==> config.mk <==
export PLATFORM = sky130hd
export DESIGN_NAME = core_reset_seq
export DESIGN_NICKNAME = d
export VERILOG_FILES = /design/src/rtl/core_reset_seq.sv
export SDC_FILE = /design/constraint.sdc
export NUM_CORES = 1
export LEC_CHECK = 0
export CAP_MARGIN = 20
export CORE_MARGIN = 2
export CORE_UTILIZATION = 51
export CTS_CLUSTER_SIZE = 28
export DETAILED_ROUTE_END_ITERATION = 10
export MAX_ROUTING_LAYER = met4
export PLACE_DENSITY = 0.79
export SETUP_SLACK_MARGIN = 0.3
export SLEW_MARGIN = 20
export SYNTH_ARGS = -nofsm -noshare
export SYNTH_HDL_FRONTEND = slang
export SYNTH_SLANG_ARGS = --single-unit
==> constraint.sdc <==
create_clock -name clk -period 2.15 [get_ports clk]
set_input_delay 0.3225 -clock clk [delete_from_list [all_inputs] [get_ports clk]]
set_output_delay 0.3225 -clock clk [all_outputs]
set_load 0.03 [all_outputs]
==> src/rtl/core_reset_seq.sv <==
// core_reset_seq: reset / work-RAM clear sequencer for arcade core tops.
//
// Merges NSRC level-sensitive reset requests (OSD bit, menu button, board
// keys, player buttons) with the power-on reset. A request sweeps a clear
// address over the whole work RAM, then holds the core in reset for
// HOLD_CYCLES more edges before releasing it. The source that caused the
// sequence is latched in a sticky cause vector (bit NSRC = power-on).
//
// Sequence from reset release (N = 2**CLR_AW):
//   edges 1..N           clr_we=1, clr_addr = 0..N-1
//   edge  N              state moves to HOLD (the last write is still shown)
//   edge  N+HOLD_CYCLES  core_reset falls, done pulses for one cycle
// Any qualified request during CLEAR or HOLD pins the sweep back to address 0
// (a restart, never a partial resume). A request that arrives on the edge
// that would release reset wins: no done pulse, back to CLEAR at address 0.
//
// Optional feature (compile-time macro):
//   CORE_RSTSEQ_DEBOUNCE_EN  each synchronised request passes a debouncer;
//                            q[i] follows the synced level only after it has
//                            been stable for 2**DB_BITS consecutive clocks.
//                            Undefined: q[i] is the synchroniser output.
//
// All outputs are registered; there is no combinational path from src_req
// to any output. dbg_state exposes the FSM state for checkers.

module core_reset_seq #(
  parameter int              CLR_AW      = 17,
  parameter int              NSRC        = 4,
  parameter logic [NSRC-1:0] SRC_ACT_LOW = '0,
  parameter int              HOLD_CYCLES = 16,
  parameter int              DB_BITS     = 16
) (
  input  logic              clk,
  input  logic              reset,
  input  logic [NSRC-1:0]   src_req,
  output logic              core_reset,
  output logic              core_rst_n,
  output logic [CLR_AW-1:0] clr_addr,
  output logic              clr_we,
  output logic              busy,
  output logic              done,
  output logic [NSRC:0]     cause,
  output logic [1:0]        dbg_state
);

  // ---------------------------------------------------------------------
  // Types and constants
  // ---------------------------------------------------------------------
  typedef enum logic [1:0] {
    ST_CLEAR = 2'd0,
    ST_HOLD  = 2'd1,
    ST_RUN   = 2'd2
  } state_e;

  // Hold counter only needs to hold HOLD_CYCLES-1.
  localparam int CNT_W = (HOLD_CYCLES > 1) ? $clog2(HOLD_CYCLES) : 1;
  localparam logic [CNT_W-1:0] CNT_LOAD = CNT_W'(HOLD_CYCLES - 1);

  // Address shown on the cycle before the final (all-ones) write.
  localparam logic [CLR_AW-1:0] ADDR_PENULT = ~(CLR_AW'(1));

  // ---------------------------------------------------------------------
  // Input qualification: polarity fix, 2-flop synchroniser, optional debounce
  // ---------------------------------------------------------------------
  logic [NSRC-1:0] sync1_q;
  logic [NSRC-1:0] sync2_q;
  logic [NSRC-1:0] q;
  logic            any_q;

  // Bring the asynchronous requests into the clk domain, active-high.
  always_ff @(posedge clk or posedge reset) begin
    if (reset) begin
      sync1_q <= '0;
      sync2_q <= '0;
    end else begin
      sync1_q <= src_req ^ SRC_ACT_LOW;
      sync2_q <= sync1_q;
    end
  end

`ifdef CORE_RSTSEQ_DEBOUNCE_EN
  logic [DB_BITS-1:0] db_cnt_q [NSRC];
  logic [DB_BITS-1:0] db_cnt_d [NSRC];
  logic [NSRC-1:0]    db_q;
  logic [NSRC-1:0]    db_d;

  // Per source: count consecutive clocks the synced level differs from the
  // debounced level; any return to the old level restarts the count.
  always_comb begin
    db_d = db_q;
    for (int i = 0; i < NSRC; i++) begin
      db_cnt_d[i] = db_cnt_q[i];
      if (sync2_q[i] == db_q[i]) begin
        db_cnt_d[i] = '0;
      end else if (db_cnt_q[i] == {DB_BITS{1'b1}}) begin
        db_d[i]     = sync2_q[i];
        db_cnt_d[i] = '0;
      end else begin
        db_cnt_d[i] = db_cnt_q[i] + DB_BITS'(1);
      end
    end
  end

  // Debouncer state registers.
  always_ff @(posedge clk or posedge reset) begin
    if (reset) begin
      db_q <= '0;
      for (int i = 0; i < NSRC; i++) begin
        db_cnt_q[i] <= '0;
      end
    end else begin
      db_q <= db_d;
      for (int i = 0; i < NSRC; i++) begin
        db_cnt_q[i] <= db_cnt_d[i];
      end
    end
  end

  assign q = db_q;
`else
  // DB_BITS has no effect in this build; the bypass sits in a generate so the
  // parameter list stays identical between builds.
  if (DB_BITS >= 0) begin : g_db_bypass
    assign q = sync2_q;
  end
`endif

  assign any_q = |q;

  // ---------------------------------------------------------------------
  // Sequencer FSM
  // ---------------------------------------------------------------------
  state_e            state_q,      state_d;
  logic [CNT_W-1:0]  cnt_q,        cnt_d;
  logic [CLR_AW-1:0] clr_addr_q,   clr_addr_d;
  logic              clr_we_q,     clr_we_d;
  logic              core_reset_q, core_reset_d;
  logic              core_rst_n_q, core_rst_n_d;
  logic              busy_q,       busy_d;
  logic              done_q,       done_d;
  logic [NSRC:0]     cause_q,      cause_d;

  // Next-state and next-output logic; every output is computed for the
  // coming cycle so the registered outputs line up with the state register.
  always_comb begin
    state_d    = state_q;
    cnt_d      = cnt_q;
    clr_addr_d = '0;
    clr_we_d   = 1'b0;
    done_d     = 1'b0;
    cause_d    = cause_q;

    unique case (state_q)
      ST_CLEAR: begin
        cause_d  = cause_q | {1'b0, q};
        clr_we_d = 1'b1;
        if (any_q) begin
          // Held request pins the sweep at address 0.
          clr_addr_d = '0;
        end else if (!clr_we_q) begin
          // First cycle after async reset: the sweep starts at address 0.
          clr_addr_d = '0;
        end else begin
          clr_addr_d = clr_addr_q + CLR_AW'(1);
          // The edge presenting the all-ones write also enters HOLD; the
          // write itself is still on the outputs for that cycle.
          if (clr_addr_q == ADDR_PENULT) begin
            state_d = ST_HOLD;
            cnt_d   = CNT_LOAD;
          end
        end
      end

      ST_HOLD: begin
        cause_d = cause_q | {1'b0, q};
        if (any_q) begin
          // A request beats the release, even on the cnt==0 edge.
          state_d  = ST_CLEAR;
          clr_we_d = 1'b1;
        end else if (cnt_q == '0) begin
          state_d = ST_RUN;
          done_d  = 1'b1;
        end else begin
          cnt_d = cnt_q - CNT_W'(1);
        end
      end

      ST_RUN: begin
        if (any_q) begin
          // New sequence: the cause vector restarts from this request.
          state_d  = ST_CLEAR;
          clr_we_d = 1'b1;
          cause_d  = {1'b0, q};
        end
      end

      default: begin
        state_d = ST_CLEAR;
      end
    endcase

    core_reset_d = (state_d != ST_RUN);
    core_rst_n_d = (state_d == ST_RUN);
    busy_d       = (state_d != ST_RUN);
  end

  // State and output registers; async reset restarts the full sequence.
  always_ff @(posedge clk or posedge reset) begin
    if (reset) begin
      state_q      <= ST_CLEAR;
      cnt_q        <= '0;
      clr_addr_q   <= '0;
      clr_we_q     <= 1'b0;
      core_reset_q <= 1'b1;
      core_rst_n_q <= 1'b0;
      busy_q       <= 1'b1;
      done_q       <= 1'b0;
      cause_q      <= {1'b1, {NSRC{1'b0}}};
    end else begin
      state_q      <= state_d;
      cnt_q        <= cnt_d;
      clr_addr_q   <= clr_addr_d;
      clr_we_q     <= clr_we_d;
      core_reset_q <= core_reset_d;
      core_rst_n_q <= core_rst_n_d;
      busy_q       <= busy_d;
      done_q       <= done_d;
      cause_q      <= cause_d;
    end
  end

  // ---------------------------------------------------------------------
  // Outputs
  // ---------------------------------------------------------------------
  assign core_reset = core_reset_q;
  assign core_rst_n = core_rst_n_q;
  assign clr_addr   = clr_addr_q;
  assign clr_we     = clr_we_q;
  assign busy       = busy_q;
  assign done       = done_q;
  assign cause      = cause_q;
  assign dbg_state  = state_q;

endmodule
==> key figures <==
Clocking
  • H-tree depth: 2
  • TritonCTS Buffers: 5
  • Clock root cell: clkbuf_4
  • Clock Latency Late Sink: 0.35 ns
  • Hold-fix buffers, CTS: 0
  • CTS clk-pin slew, worst paths: 0.12 ns
  • CTS tree: built
  • Clk sinks: 40
  • Clock buffer depth: 2

Worst setup path
  • CP Depth: 1
  • Worst reg2reg setup slack: 0.44 ns
  • Worst stage delay on the critical path: 0.69 ns
  • Crit Path Category: flip-flop to output pin
  • CP Capture Type: output pin
  • CP cell instances: clkdlybuf4s50_1
  • Max FO, Critical Path: 5
  • CP arrival: 1.46 ns
  • RR Endpoint: cnt_q[2]
  • Worst setup path start: clr_addr[1]
  • Critical Path RT: 1.83 ns
  • Crit path launch type: flip-flop
  • Slowest cell on the critical path: clkdlybuf4s50_1
  • CP delay by family, top: buffers and inverters
  • RR Startpoint: dbg_state[1]
  • CP endpoint: clr_addr[1]
  • CP bufs+invs: 1
  • Cells on worst reg2reg path: 6

Routing
  • DR iter-0 viols: 74
  • Final antenna-violating net count: 0
  • Routed vias: 1377
  • DR vias/cell: 5.40
  • Final WL: 3660 um
  • Wire per inst: 14.3 um
  • DR pass1 iterations: 4
  • Residual DRC: 0

Global routing
  • Initial antenna violation count: 0
  • First-pass GRT wire length: 6180 um
  • Pin count of the biggest net entering global routing: 41
  • Grt ovf: 0
  • GRT Util Overall: 0.208
  • Vias in the first global route: 1349

Pwr
  • Peak VDD IR: 0.408 mV
  • Final Power: 1300 uW
  • Leak pwr: 0.00114 uW
  • Comb power frac: 0.027
  • Cell-internal power: 1020 uW
  • Seq pwr share: 0.587
  • PwrDens: 563 nW/um^2
  • Clk pwr share: 0.386
  • Sw Share: 0.217
  • Sw Pwr: 283 uW

Floorplan
  • Number of cell rows: 21
  • DIE AREA: 4010 um^2
  • # IOs: 35
  • Core Footprint: 3360 um^2
  • Die W: 63.3 um
  • Initial core utilization: 0.533
  • Die H: 63.3 um

Synthesis
  • Syn. warnings: 0
  • Mapped Area: 1790 um^2
  • Synthesized area per cell: 10.6 um^2
  • Synth Area in Adders: 0.0488
  • Seq cells post-synth: 40
  • Synthesized Nets: 183
  • Syn Inst Count: 170
  • Seq/Total Area, Yosys: 0.559
  • Synth Area in XOR/XNOR: 0.0586
  • Multiplexer area fraction after synthesis: 0
  • Compound-Gate Fraction of Synth Area: 0.0990
  • Largest family of logic cells by synthesized area: simple AND/OR/NAND/NOR gates
  • Cell variety after synth: 38
  • Simple-Gate Fraction of Synth Area: 0.207

Placement
  • Cell Area, Placed: 2190 um^2
  • Dpl ws: 0.301 ns
  • IO buf count: 34
  • Placer congestion estimate: 0.910
  • Post-DP HPWL: 2640 um

Hold path
  • Hold Crit Depth: 0
  • Worst hold path type: flip-flop to flip-flop

Timing
  • Final WS setup: 0.368 ns
  • Min Tclk post-route: 1.78 ns
  • Clock Skews: 0.00732 ns
  • Least-Margin Pin Slew: 0.478 ns
  • Achievable Freq: 561 MHz
  • Fin Setup TNS: 0 ns
  • Max Slew Vio Count: 0
  • Max transition margin: 0.681
  • Final setup viols: 0
  • RSZ-0062 raised after global routing: true
  • Final hold viol count: 0
  • Final Cycle Share: 0.829
  • WHS: 0.366 ns

Layout
  • Ant diodes: 0
  • Design area: 2320 um^2
  • Layout cell share with drive strength beyond 1: 0.124
  • Fin nets: 221
  • Area growth syn-to-layout: 29.2%

Outcome
  • Status: finished, final reports clean

Flow run
  • Max-cap violation count: 0
-- cells in the final DEF (no fill, tap or decap), types with 7 or more instances in the layout --
cell	count
inv_1	7
dlymetal6s2s_1	10
xor2_1	9
nand3_1	7
a21oi_1	8
dlygate4sd2_1	8
dfrtp_1	36
nand2_1	13
o21ai_0	7
nor2_1	23
clkdlybuf4s50_1	16
-- cell type report --
type | count | area, um^2
Timing Repair Buffer | 36 | 370
Clock buffer | 5 | 37.5
Tap cell | 46 | 57.6
Sequential cell | 40 | 1010
Inverter | 7 | 26.3
Fill cell | 278 | 1040
Clock inverter | 3 | 46.3
Multi-Input combinational cell | 118 | 774
-- synth_stat cells --
| cell type | instances | area (um^2) |
|---|---|---|
| dfrtp_1 | 38 | 951 |
| nor2_1 | 23 | 86.3 |
| nand2_1 | 13 | 48.8 |
| xor2_1 | 9 | 78.8 |
| a21oi_1 | 8 | 40.0 |
| ha_1 | 7 | 87.6 |
| inv_1 | 7 | 26.3 |
| nand3_1 | 7 | 35.0 |
| o21ai_0 | 7 | 35.0 |
| and3_1 | 6 | 37.5 |
| nand4_1 | 5 | 31.3 |
| clkbuf_1 | 4 | 15.0 |
| a31oi_1 | 3 | 18.8 |
| or3_1 | 3 | 18.8 |
| xnor2_1 | 3 | 26.3 |
| a41oi_1 | 2 | 17.5 |
| and2_1 | 2 | 12.5 |
| dfstp_2 | 2 | 52.6 |
| nand2b_1 | 2 | 12.5 |
| a211o_2 | 1 | 10.0 |
| a211oi_1 | 1 | 7.51 |
| a2bb2oi_1 | 1 | 8.76 |
| a31o_2 | 1 | 8.76 |
| and3_4 | 1 | 11.3 |
| and4_1 | 1 | 8.76 |
| and4_4 | 1 | 11.3 |
| buf_4 | 1 | 7.51 |
| nor2_2 | 1 | 6.26 |
| nor3_1 | 1 | 5.00 |
| nor3b_1 | 1 | 7.51 |
| nor4_1 | 1 | 6.26 |
| nor4_2 | 1 | 12.5 |
| o211a_1 | 1 | 10.0 |
| o21a_1 | 1 | 7.51 |
| o21ai_1 | 1 | 5.00 |
| o41ai_1 | 1 | 8.76 |
| or3b_1 | 1 | 8.76 |
| or4_4 | 1 | 11.3 |
-- registers in the layout (all words and copies together), names as in the netlist --
| register | count |
|---|---|
| busy | 1 |
| q | 4 |
| core_rst_n | 1 |
| done | 1 |
| cnt_q | 4 |
| sync1_q | 4 |
| clr_we | 1 |
| clr_addr | 17 |
| dbg_state | 2 |
| cause | 5 |
-- power by group through the flow --
stage | Combinational (uW) | Sequential [uW] | Clock (uW)
after floorplan | 17.7 | 780 | 0
after global placement | 35.0 | 780 | 0
after detailed placement | 36.4 | 781 | 0
after CTS | 36.3 | 766 | 518
after global routing | 39.7 | 768 | 554
final | 35.0 | 766 | 504
-- kinds of logic (layout without fill, tap and decap cells) --
group           Yosys count  after routing
flops                    40             40
buf+inv                  12             51
fa+ha+maj                 7              7
compound gates           28             28
simple gates             71             71
xor+xnor                 12             12
-- per-stage QoR --
| stage | std cells | util |
|---|---|---|
| after global placement | 247 | 0.650 |
| final | 255 | 0.689 |
| after CTS | 255 | 0.672 |
| after detailed placement | 247 | 0.650 |
| after global routing | 255 | 0.689 |
| after floorplan | 170 | - |
-- timing repair --
| item | 4_1_cts | 5_1_grt |
|---|---|---|
| buffers inserted | 0 | 0 |
| endpoints found under the setup margin | 12 | 16 |
| resized for setup | 8 | 17 |
-- worst min path at each step --
| stage | start | slack (ns) | endpoint |
|---|---|---|---|
| 4_1_cts | sync1_q[0] | 0.37 | q[0] |
| 6_report | sync1_q[0] | 0.37 | q[0] |
| 5_1_grt | src_req[3] | 0.35 | sync1_q[3] |
| 3_5_place_dp | sync1_q[0] | 0.34 | q[0] |
| 2_1_floorplan | sync1_q[0] | 0.33 | q[0] |
| 3_3_place_gp | sync1_q[1] | 0.33 | q[1] |
-- layer usage --
metal | part of all wire | track usage | wire length (um)
met5 | 0 | - | 0
met4 | 0.011 | 0.0734 | 41
met1 | 0.45 | 0.255 | 1630
met3 | 0.051 | 0.0643 | 187
met2 | 0.49 | 0.327 | 1790
(Power assumes the default switching activity.)
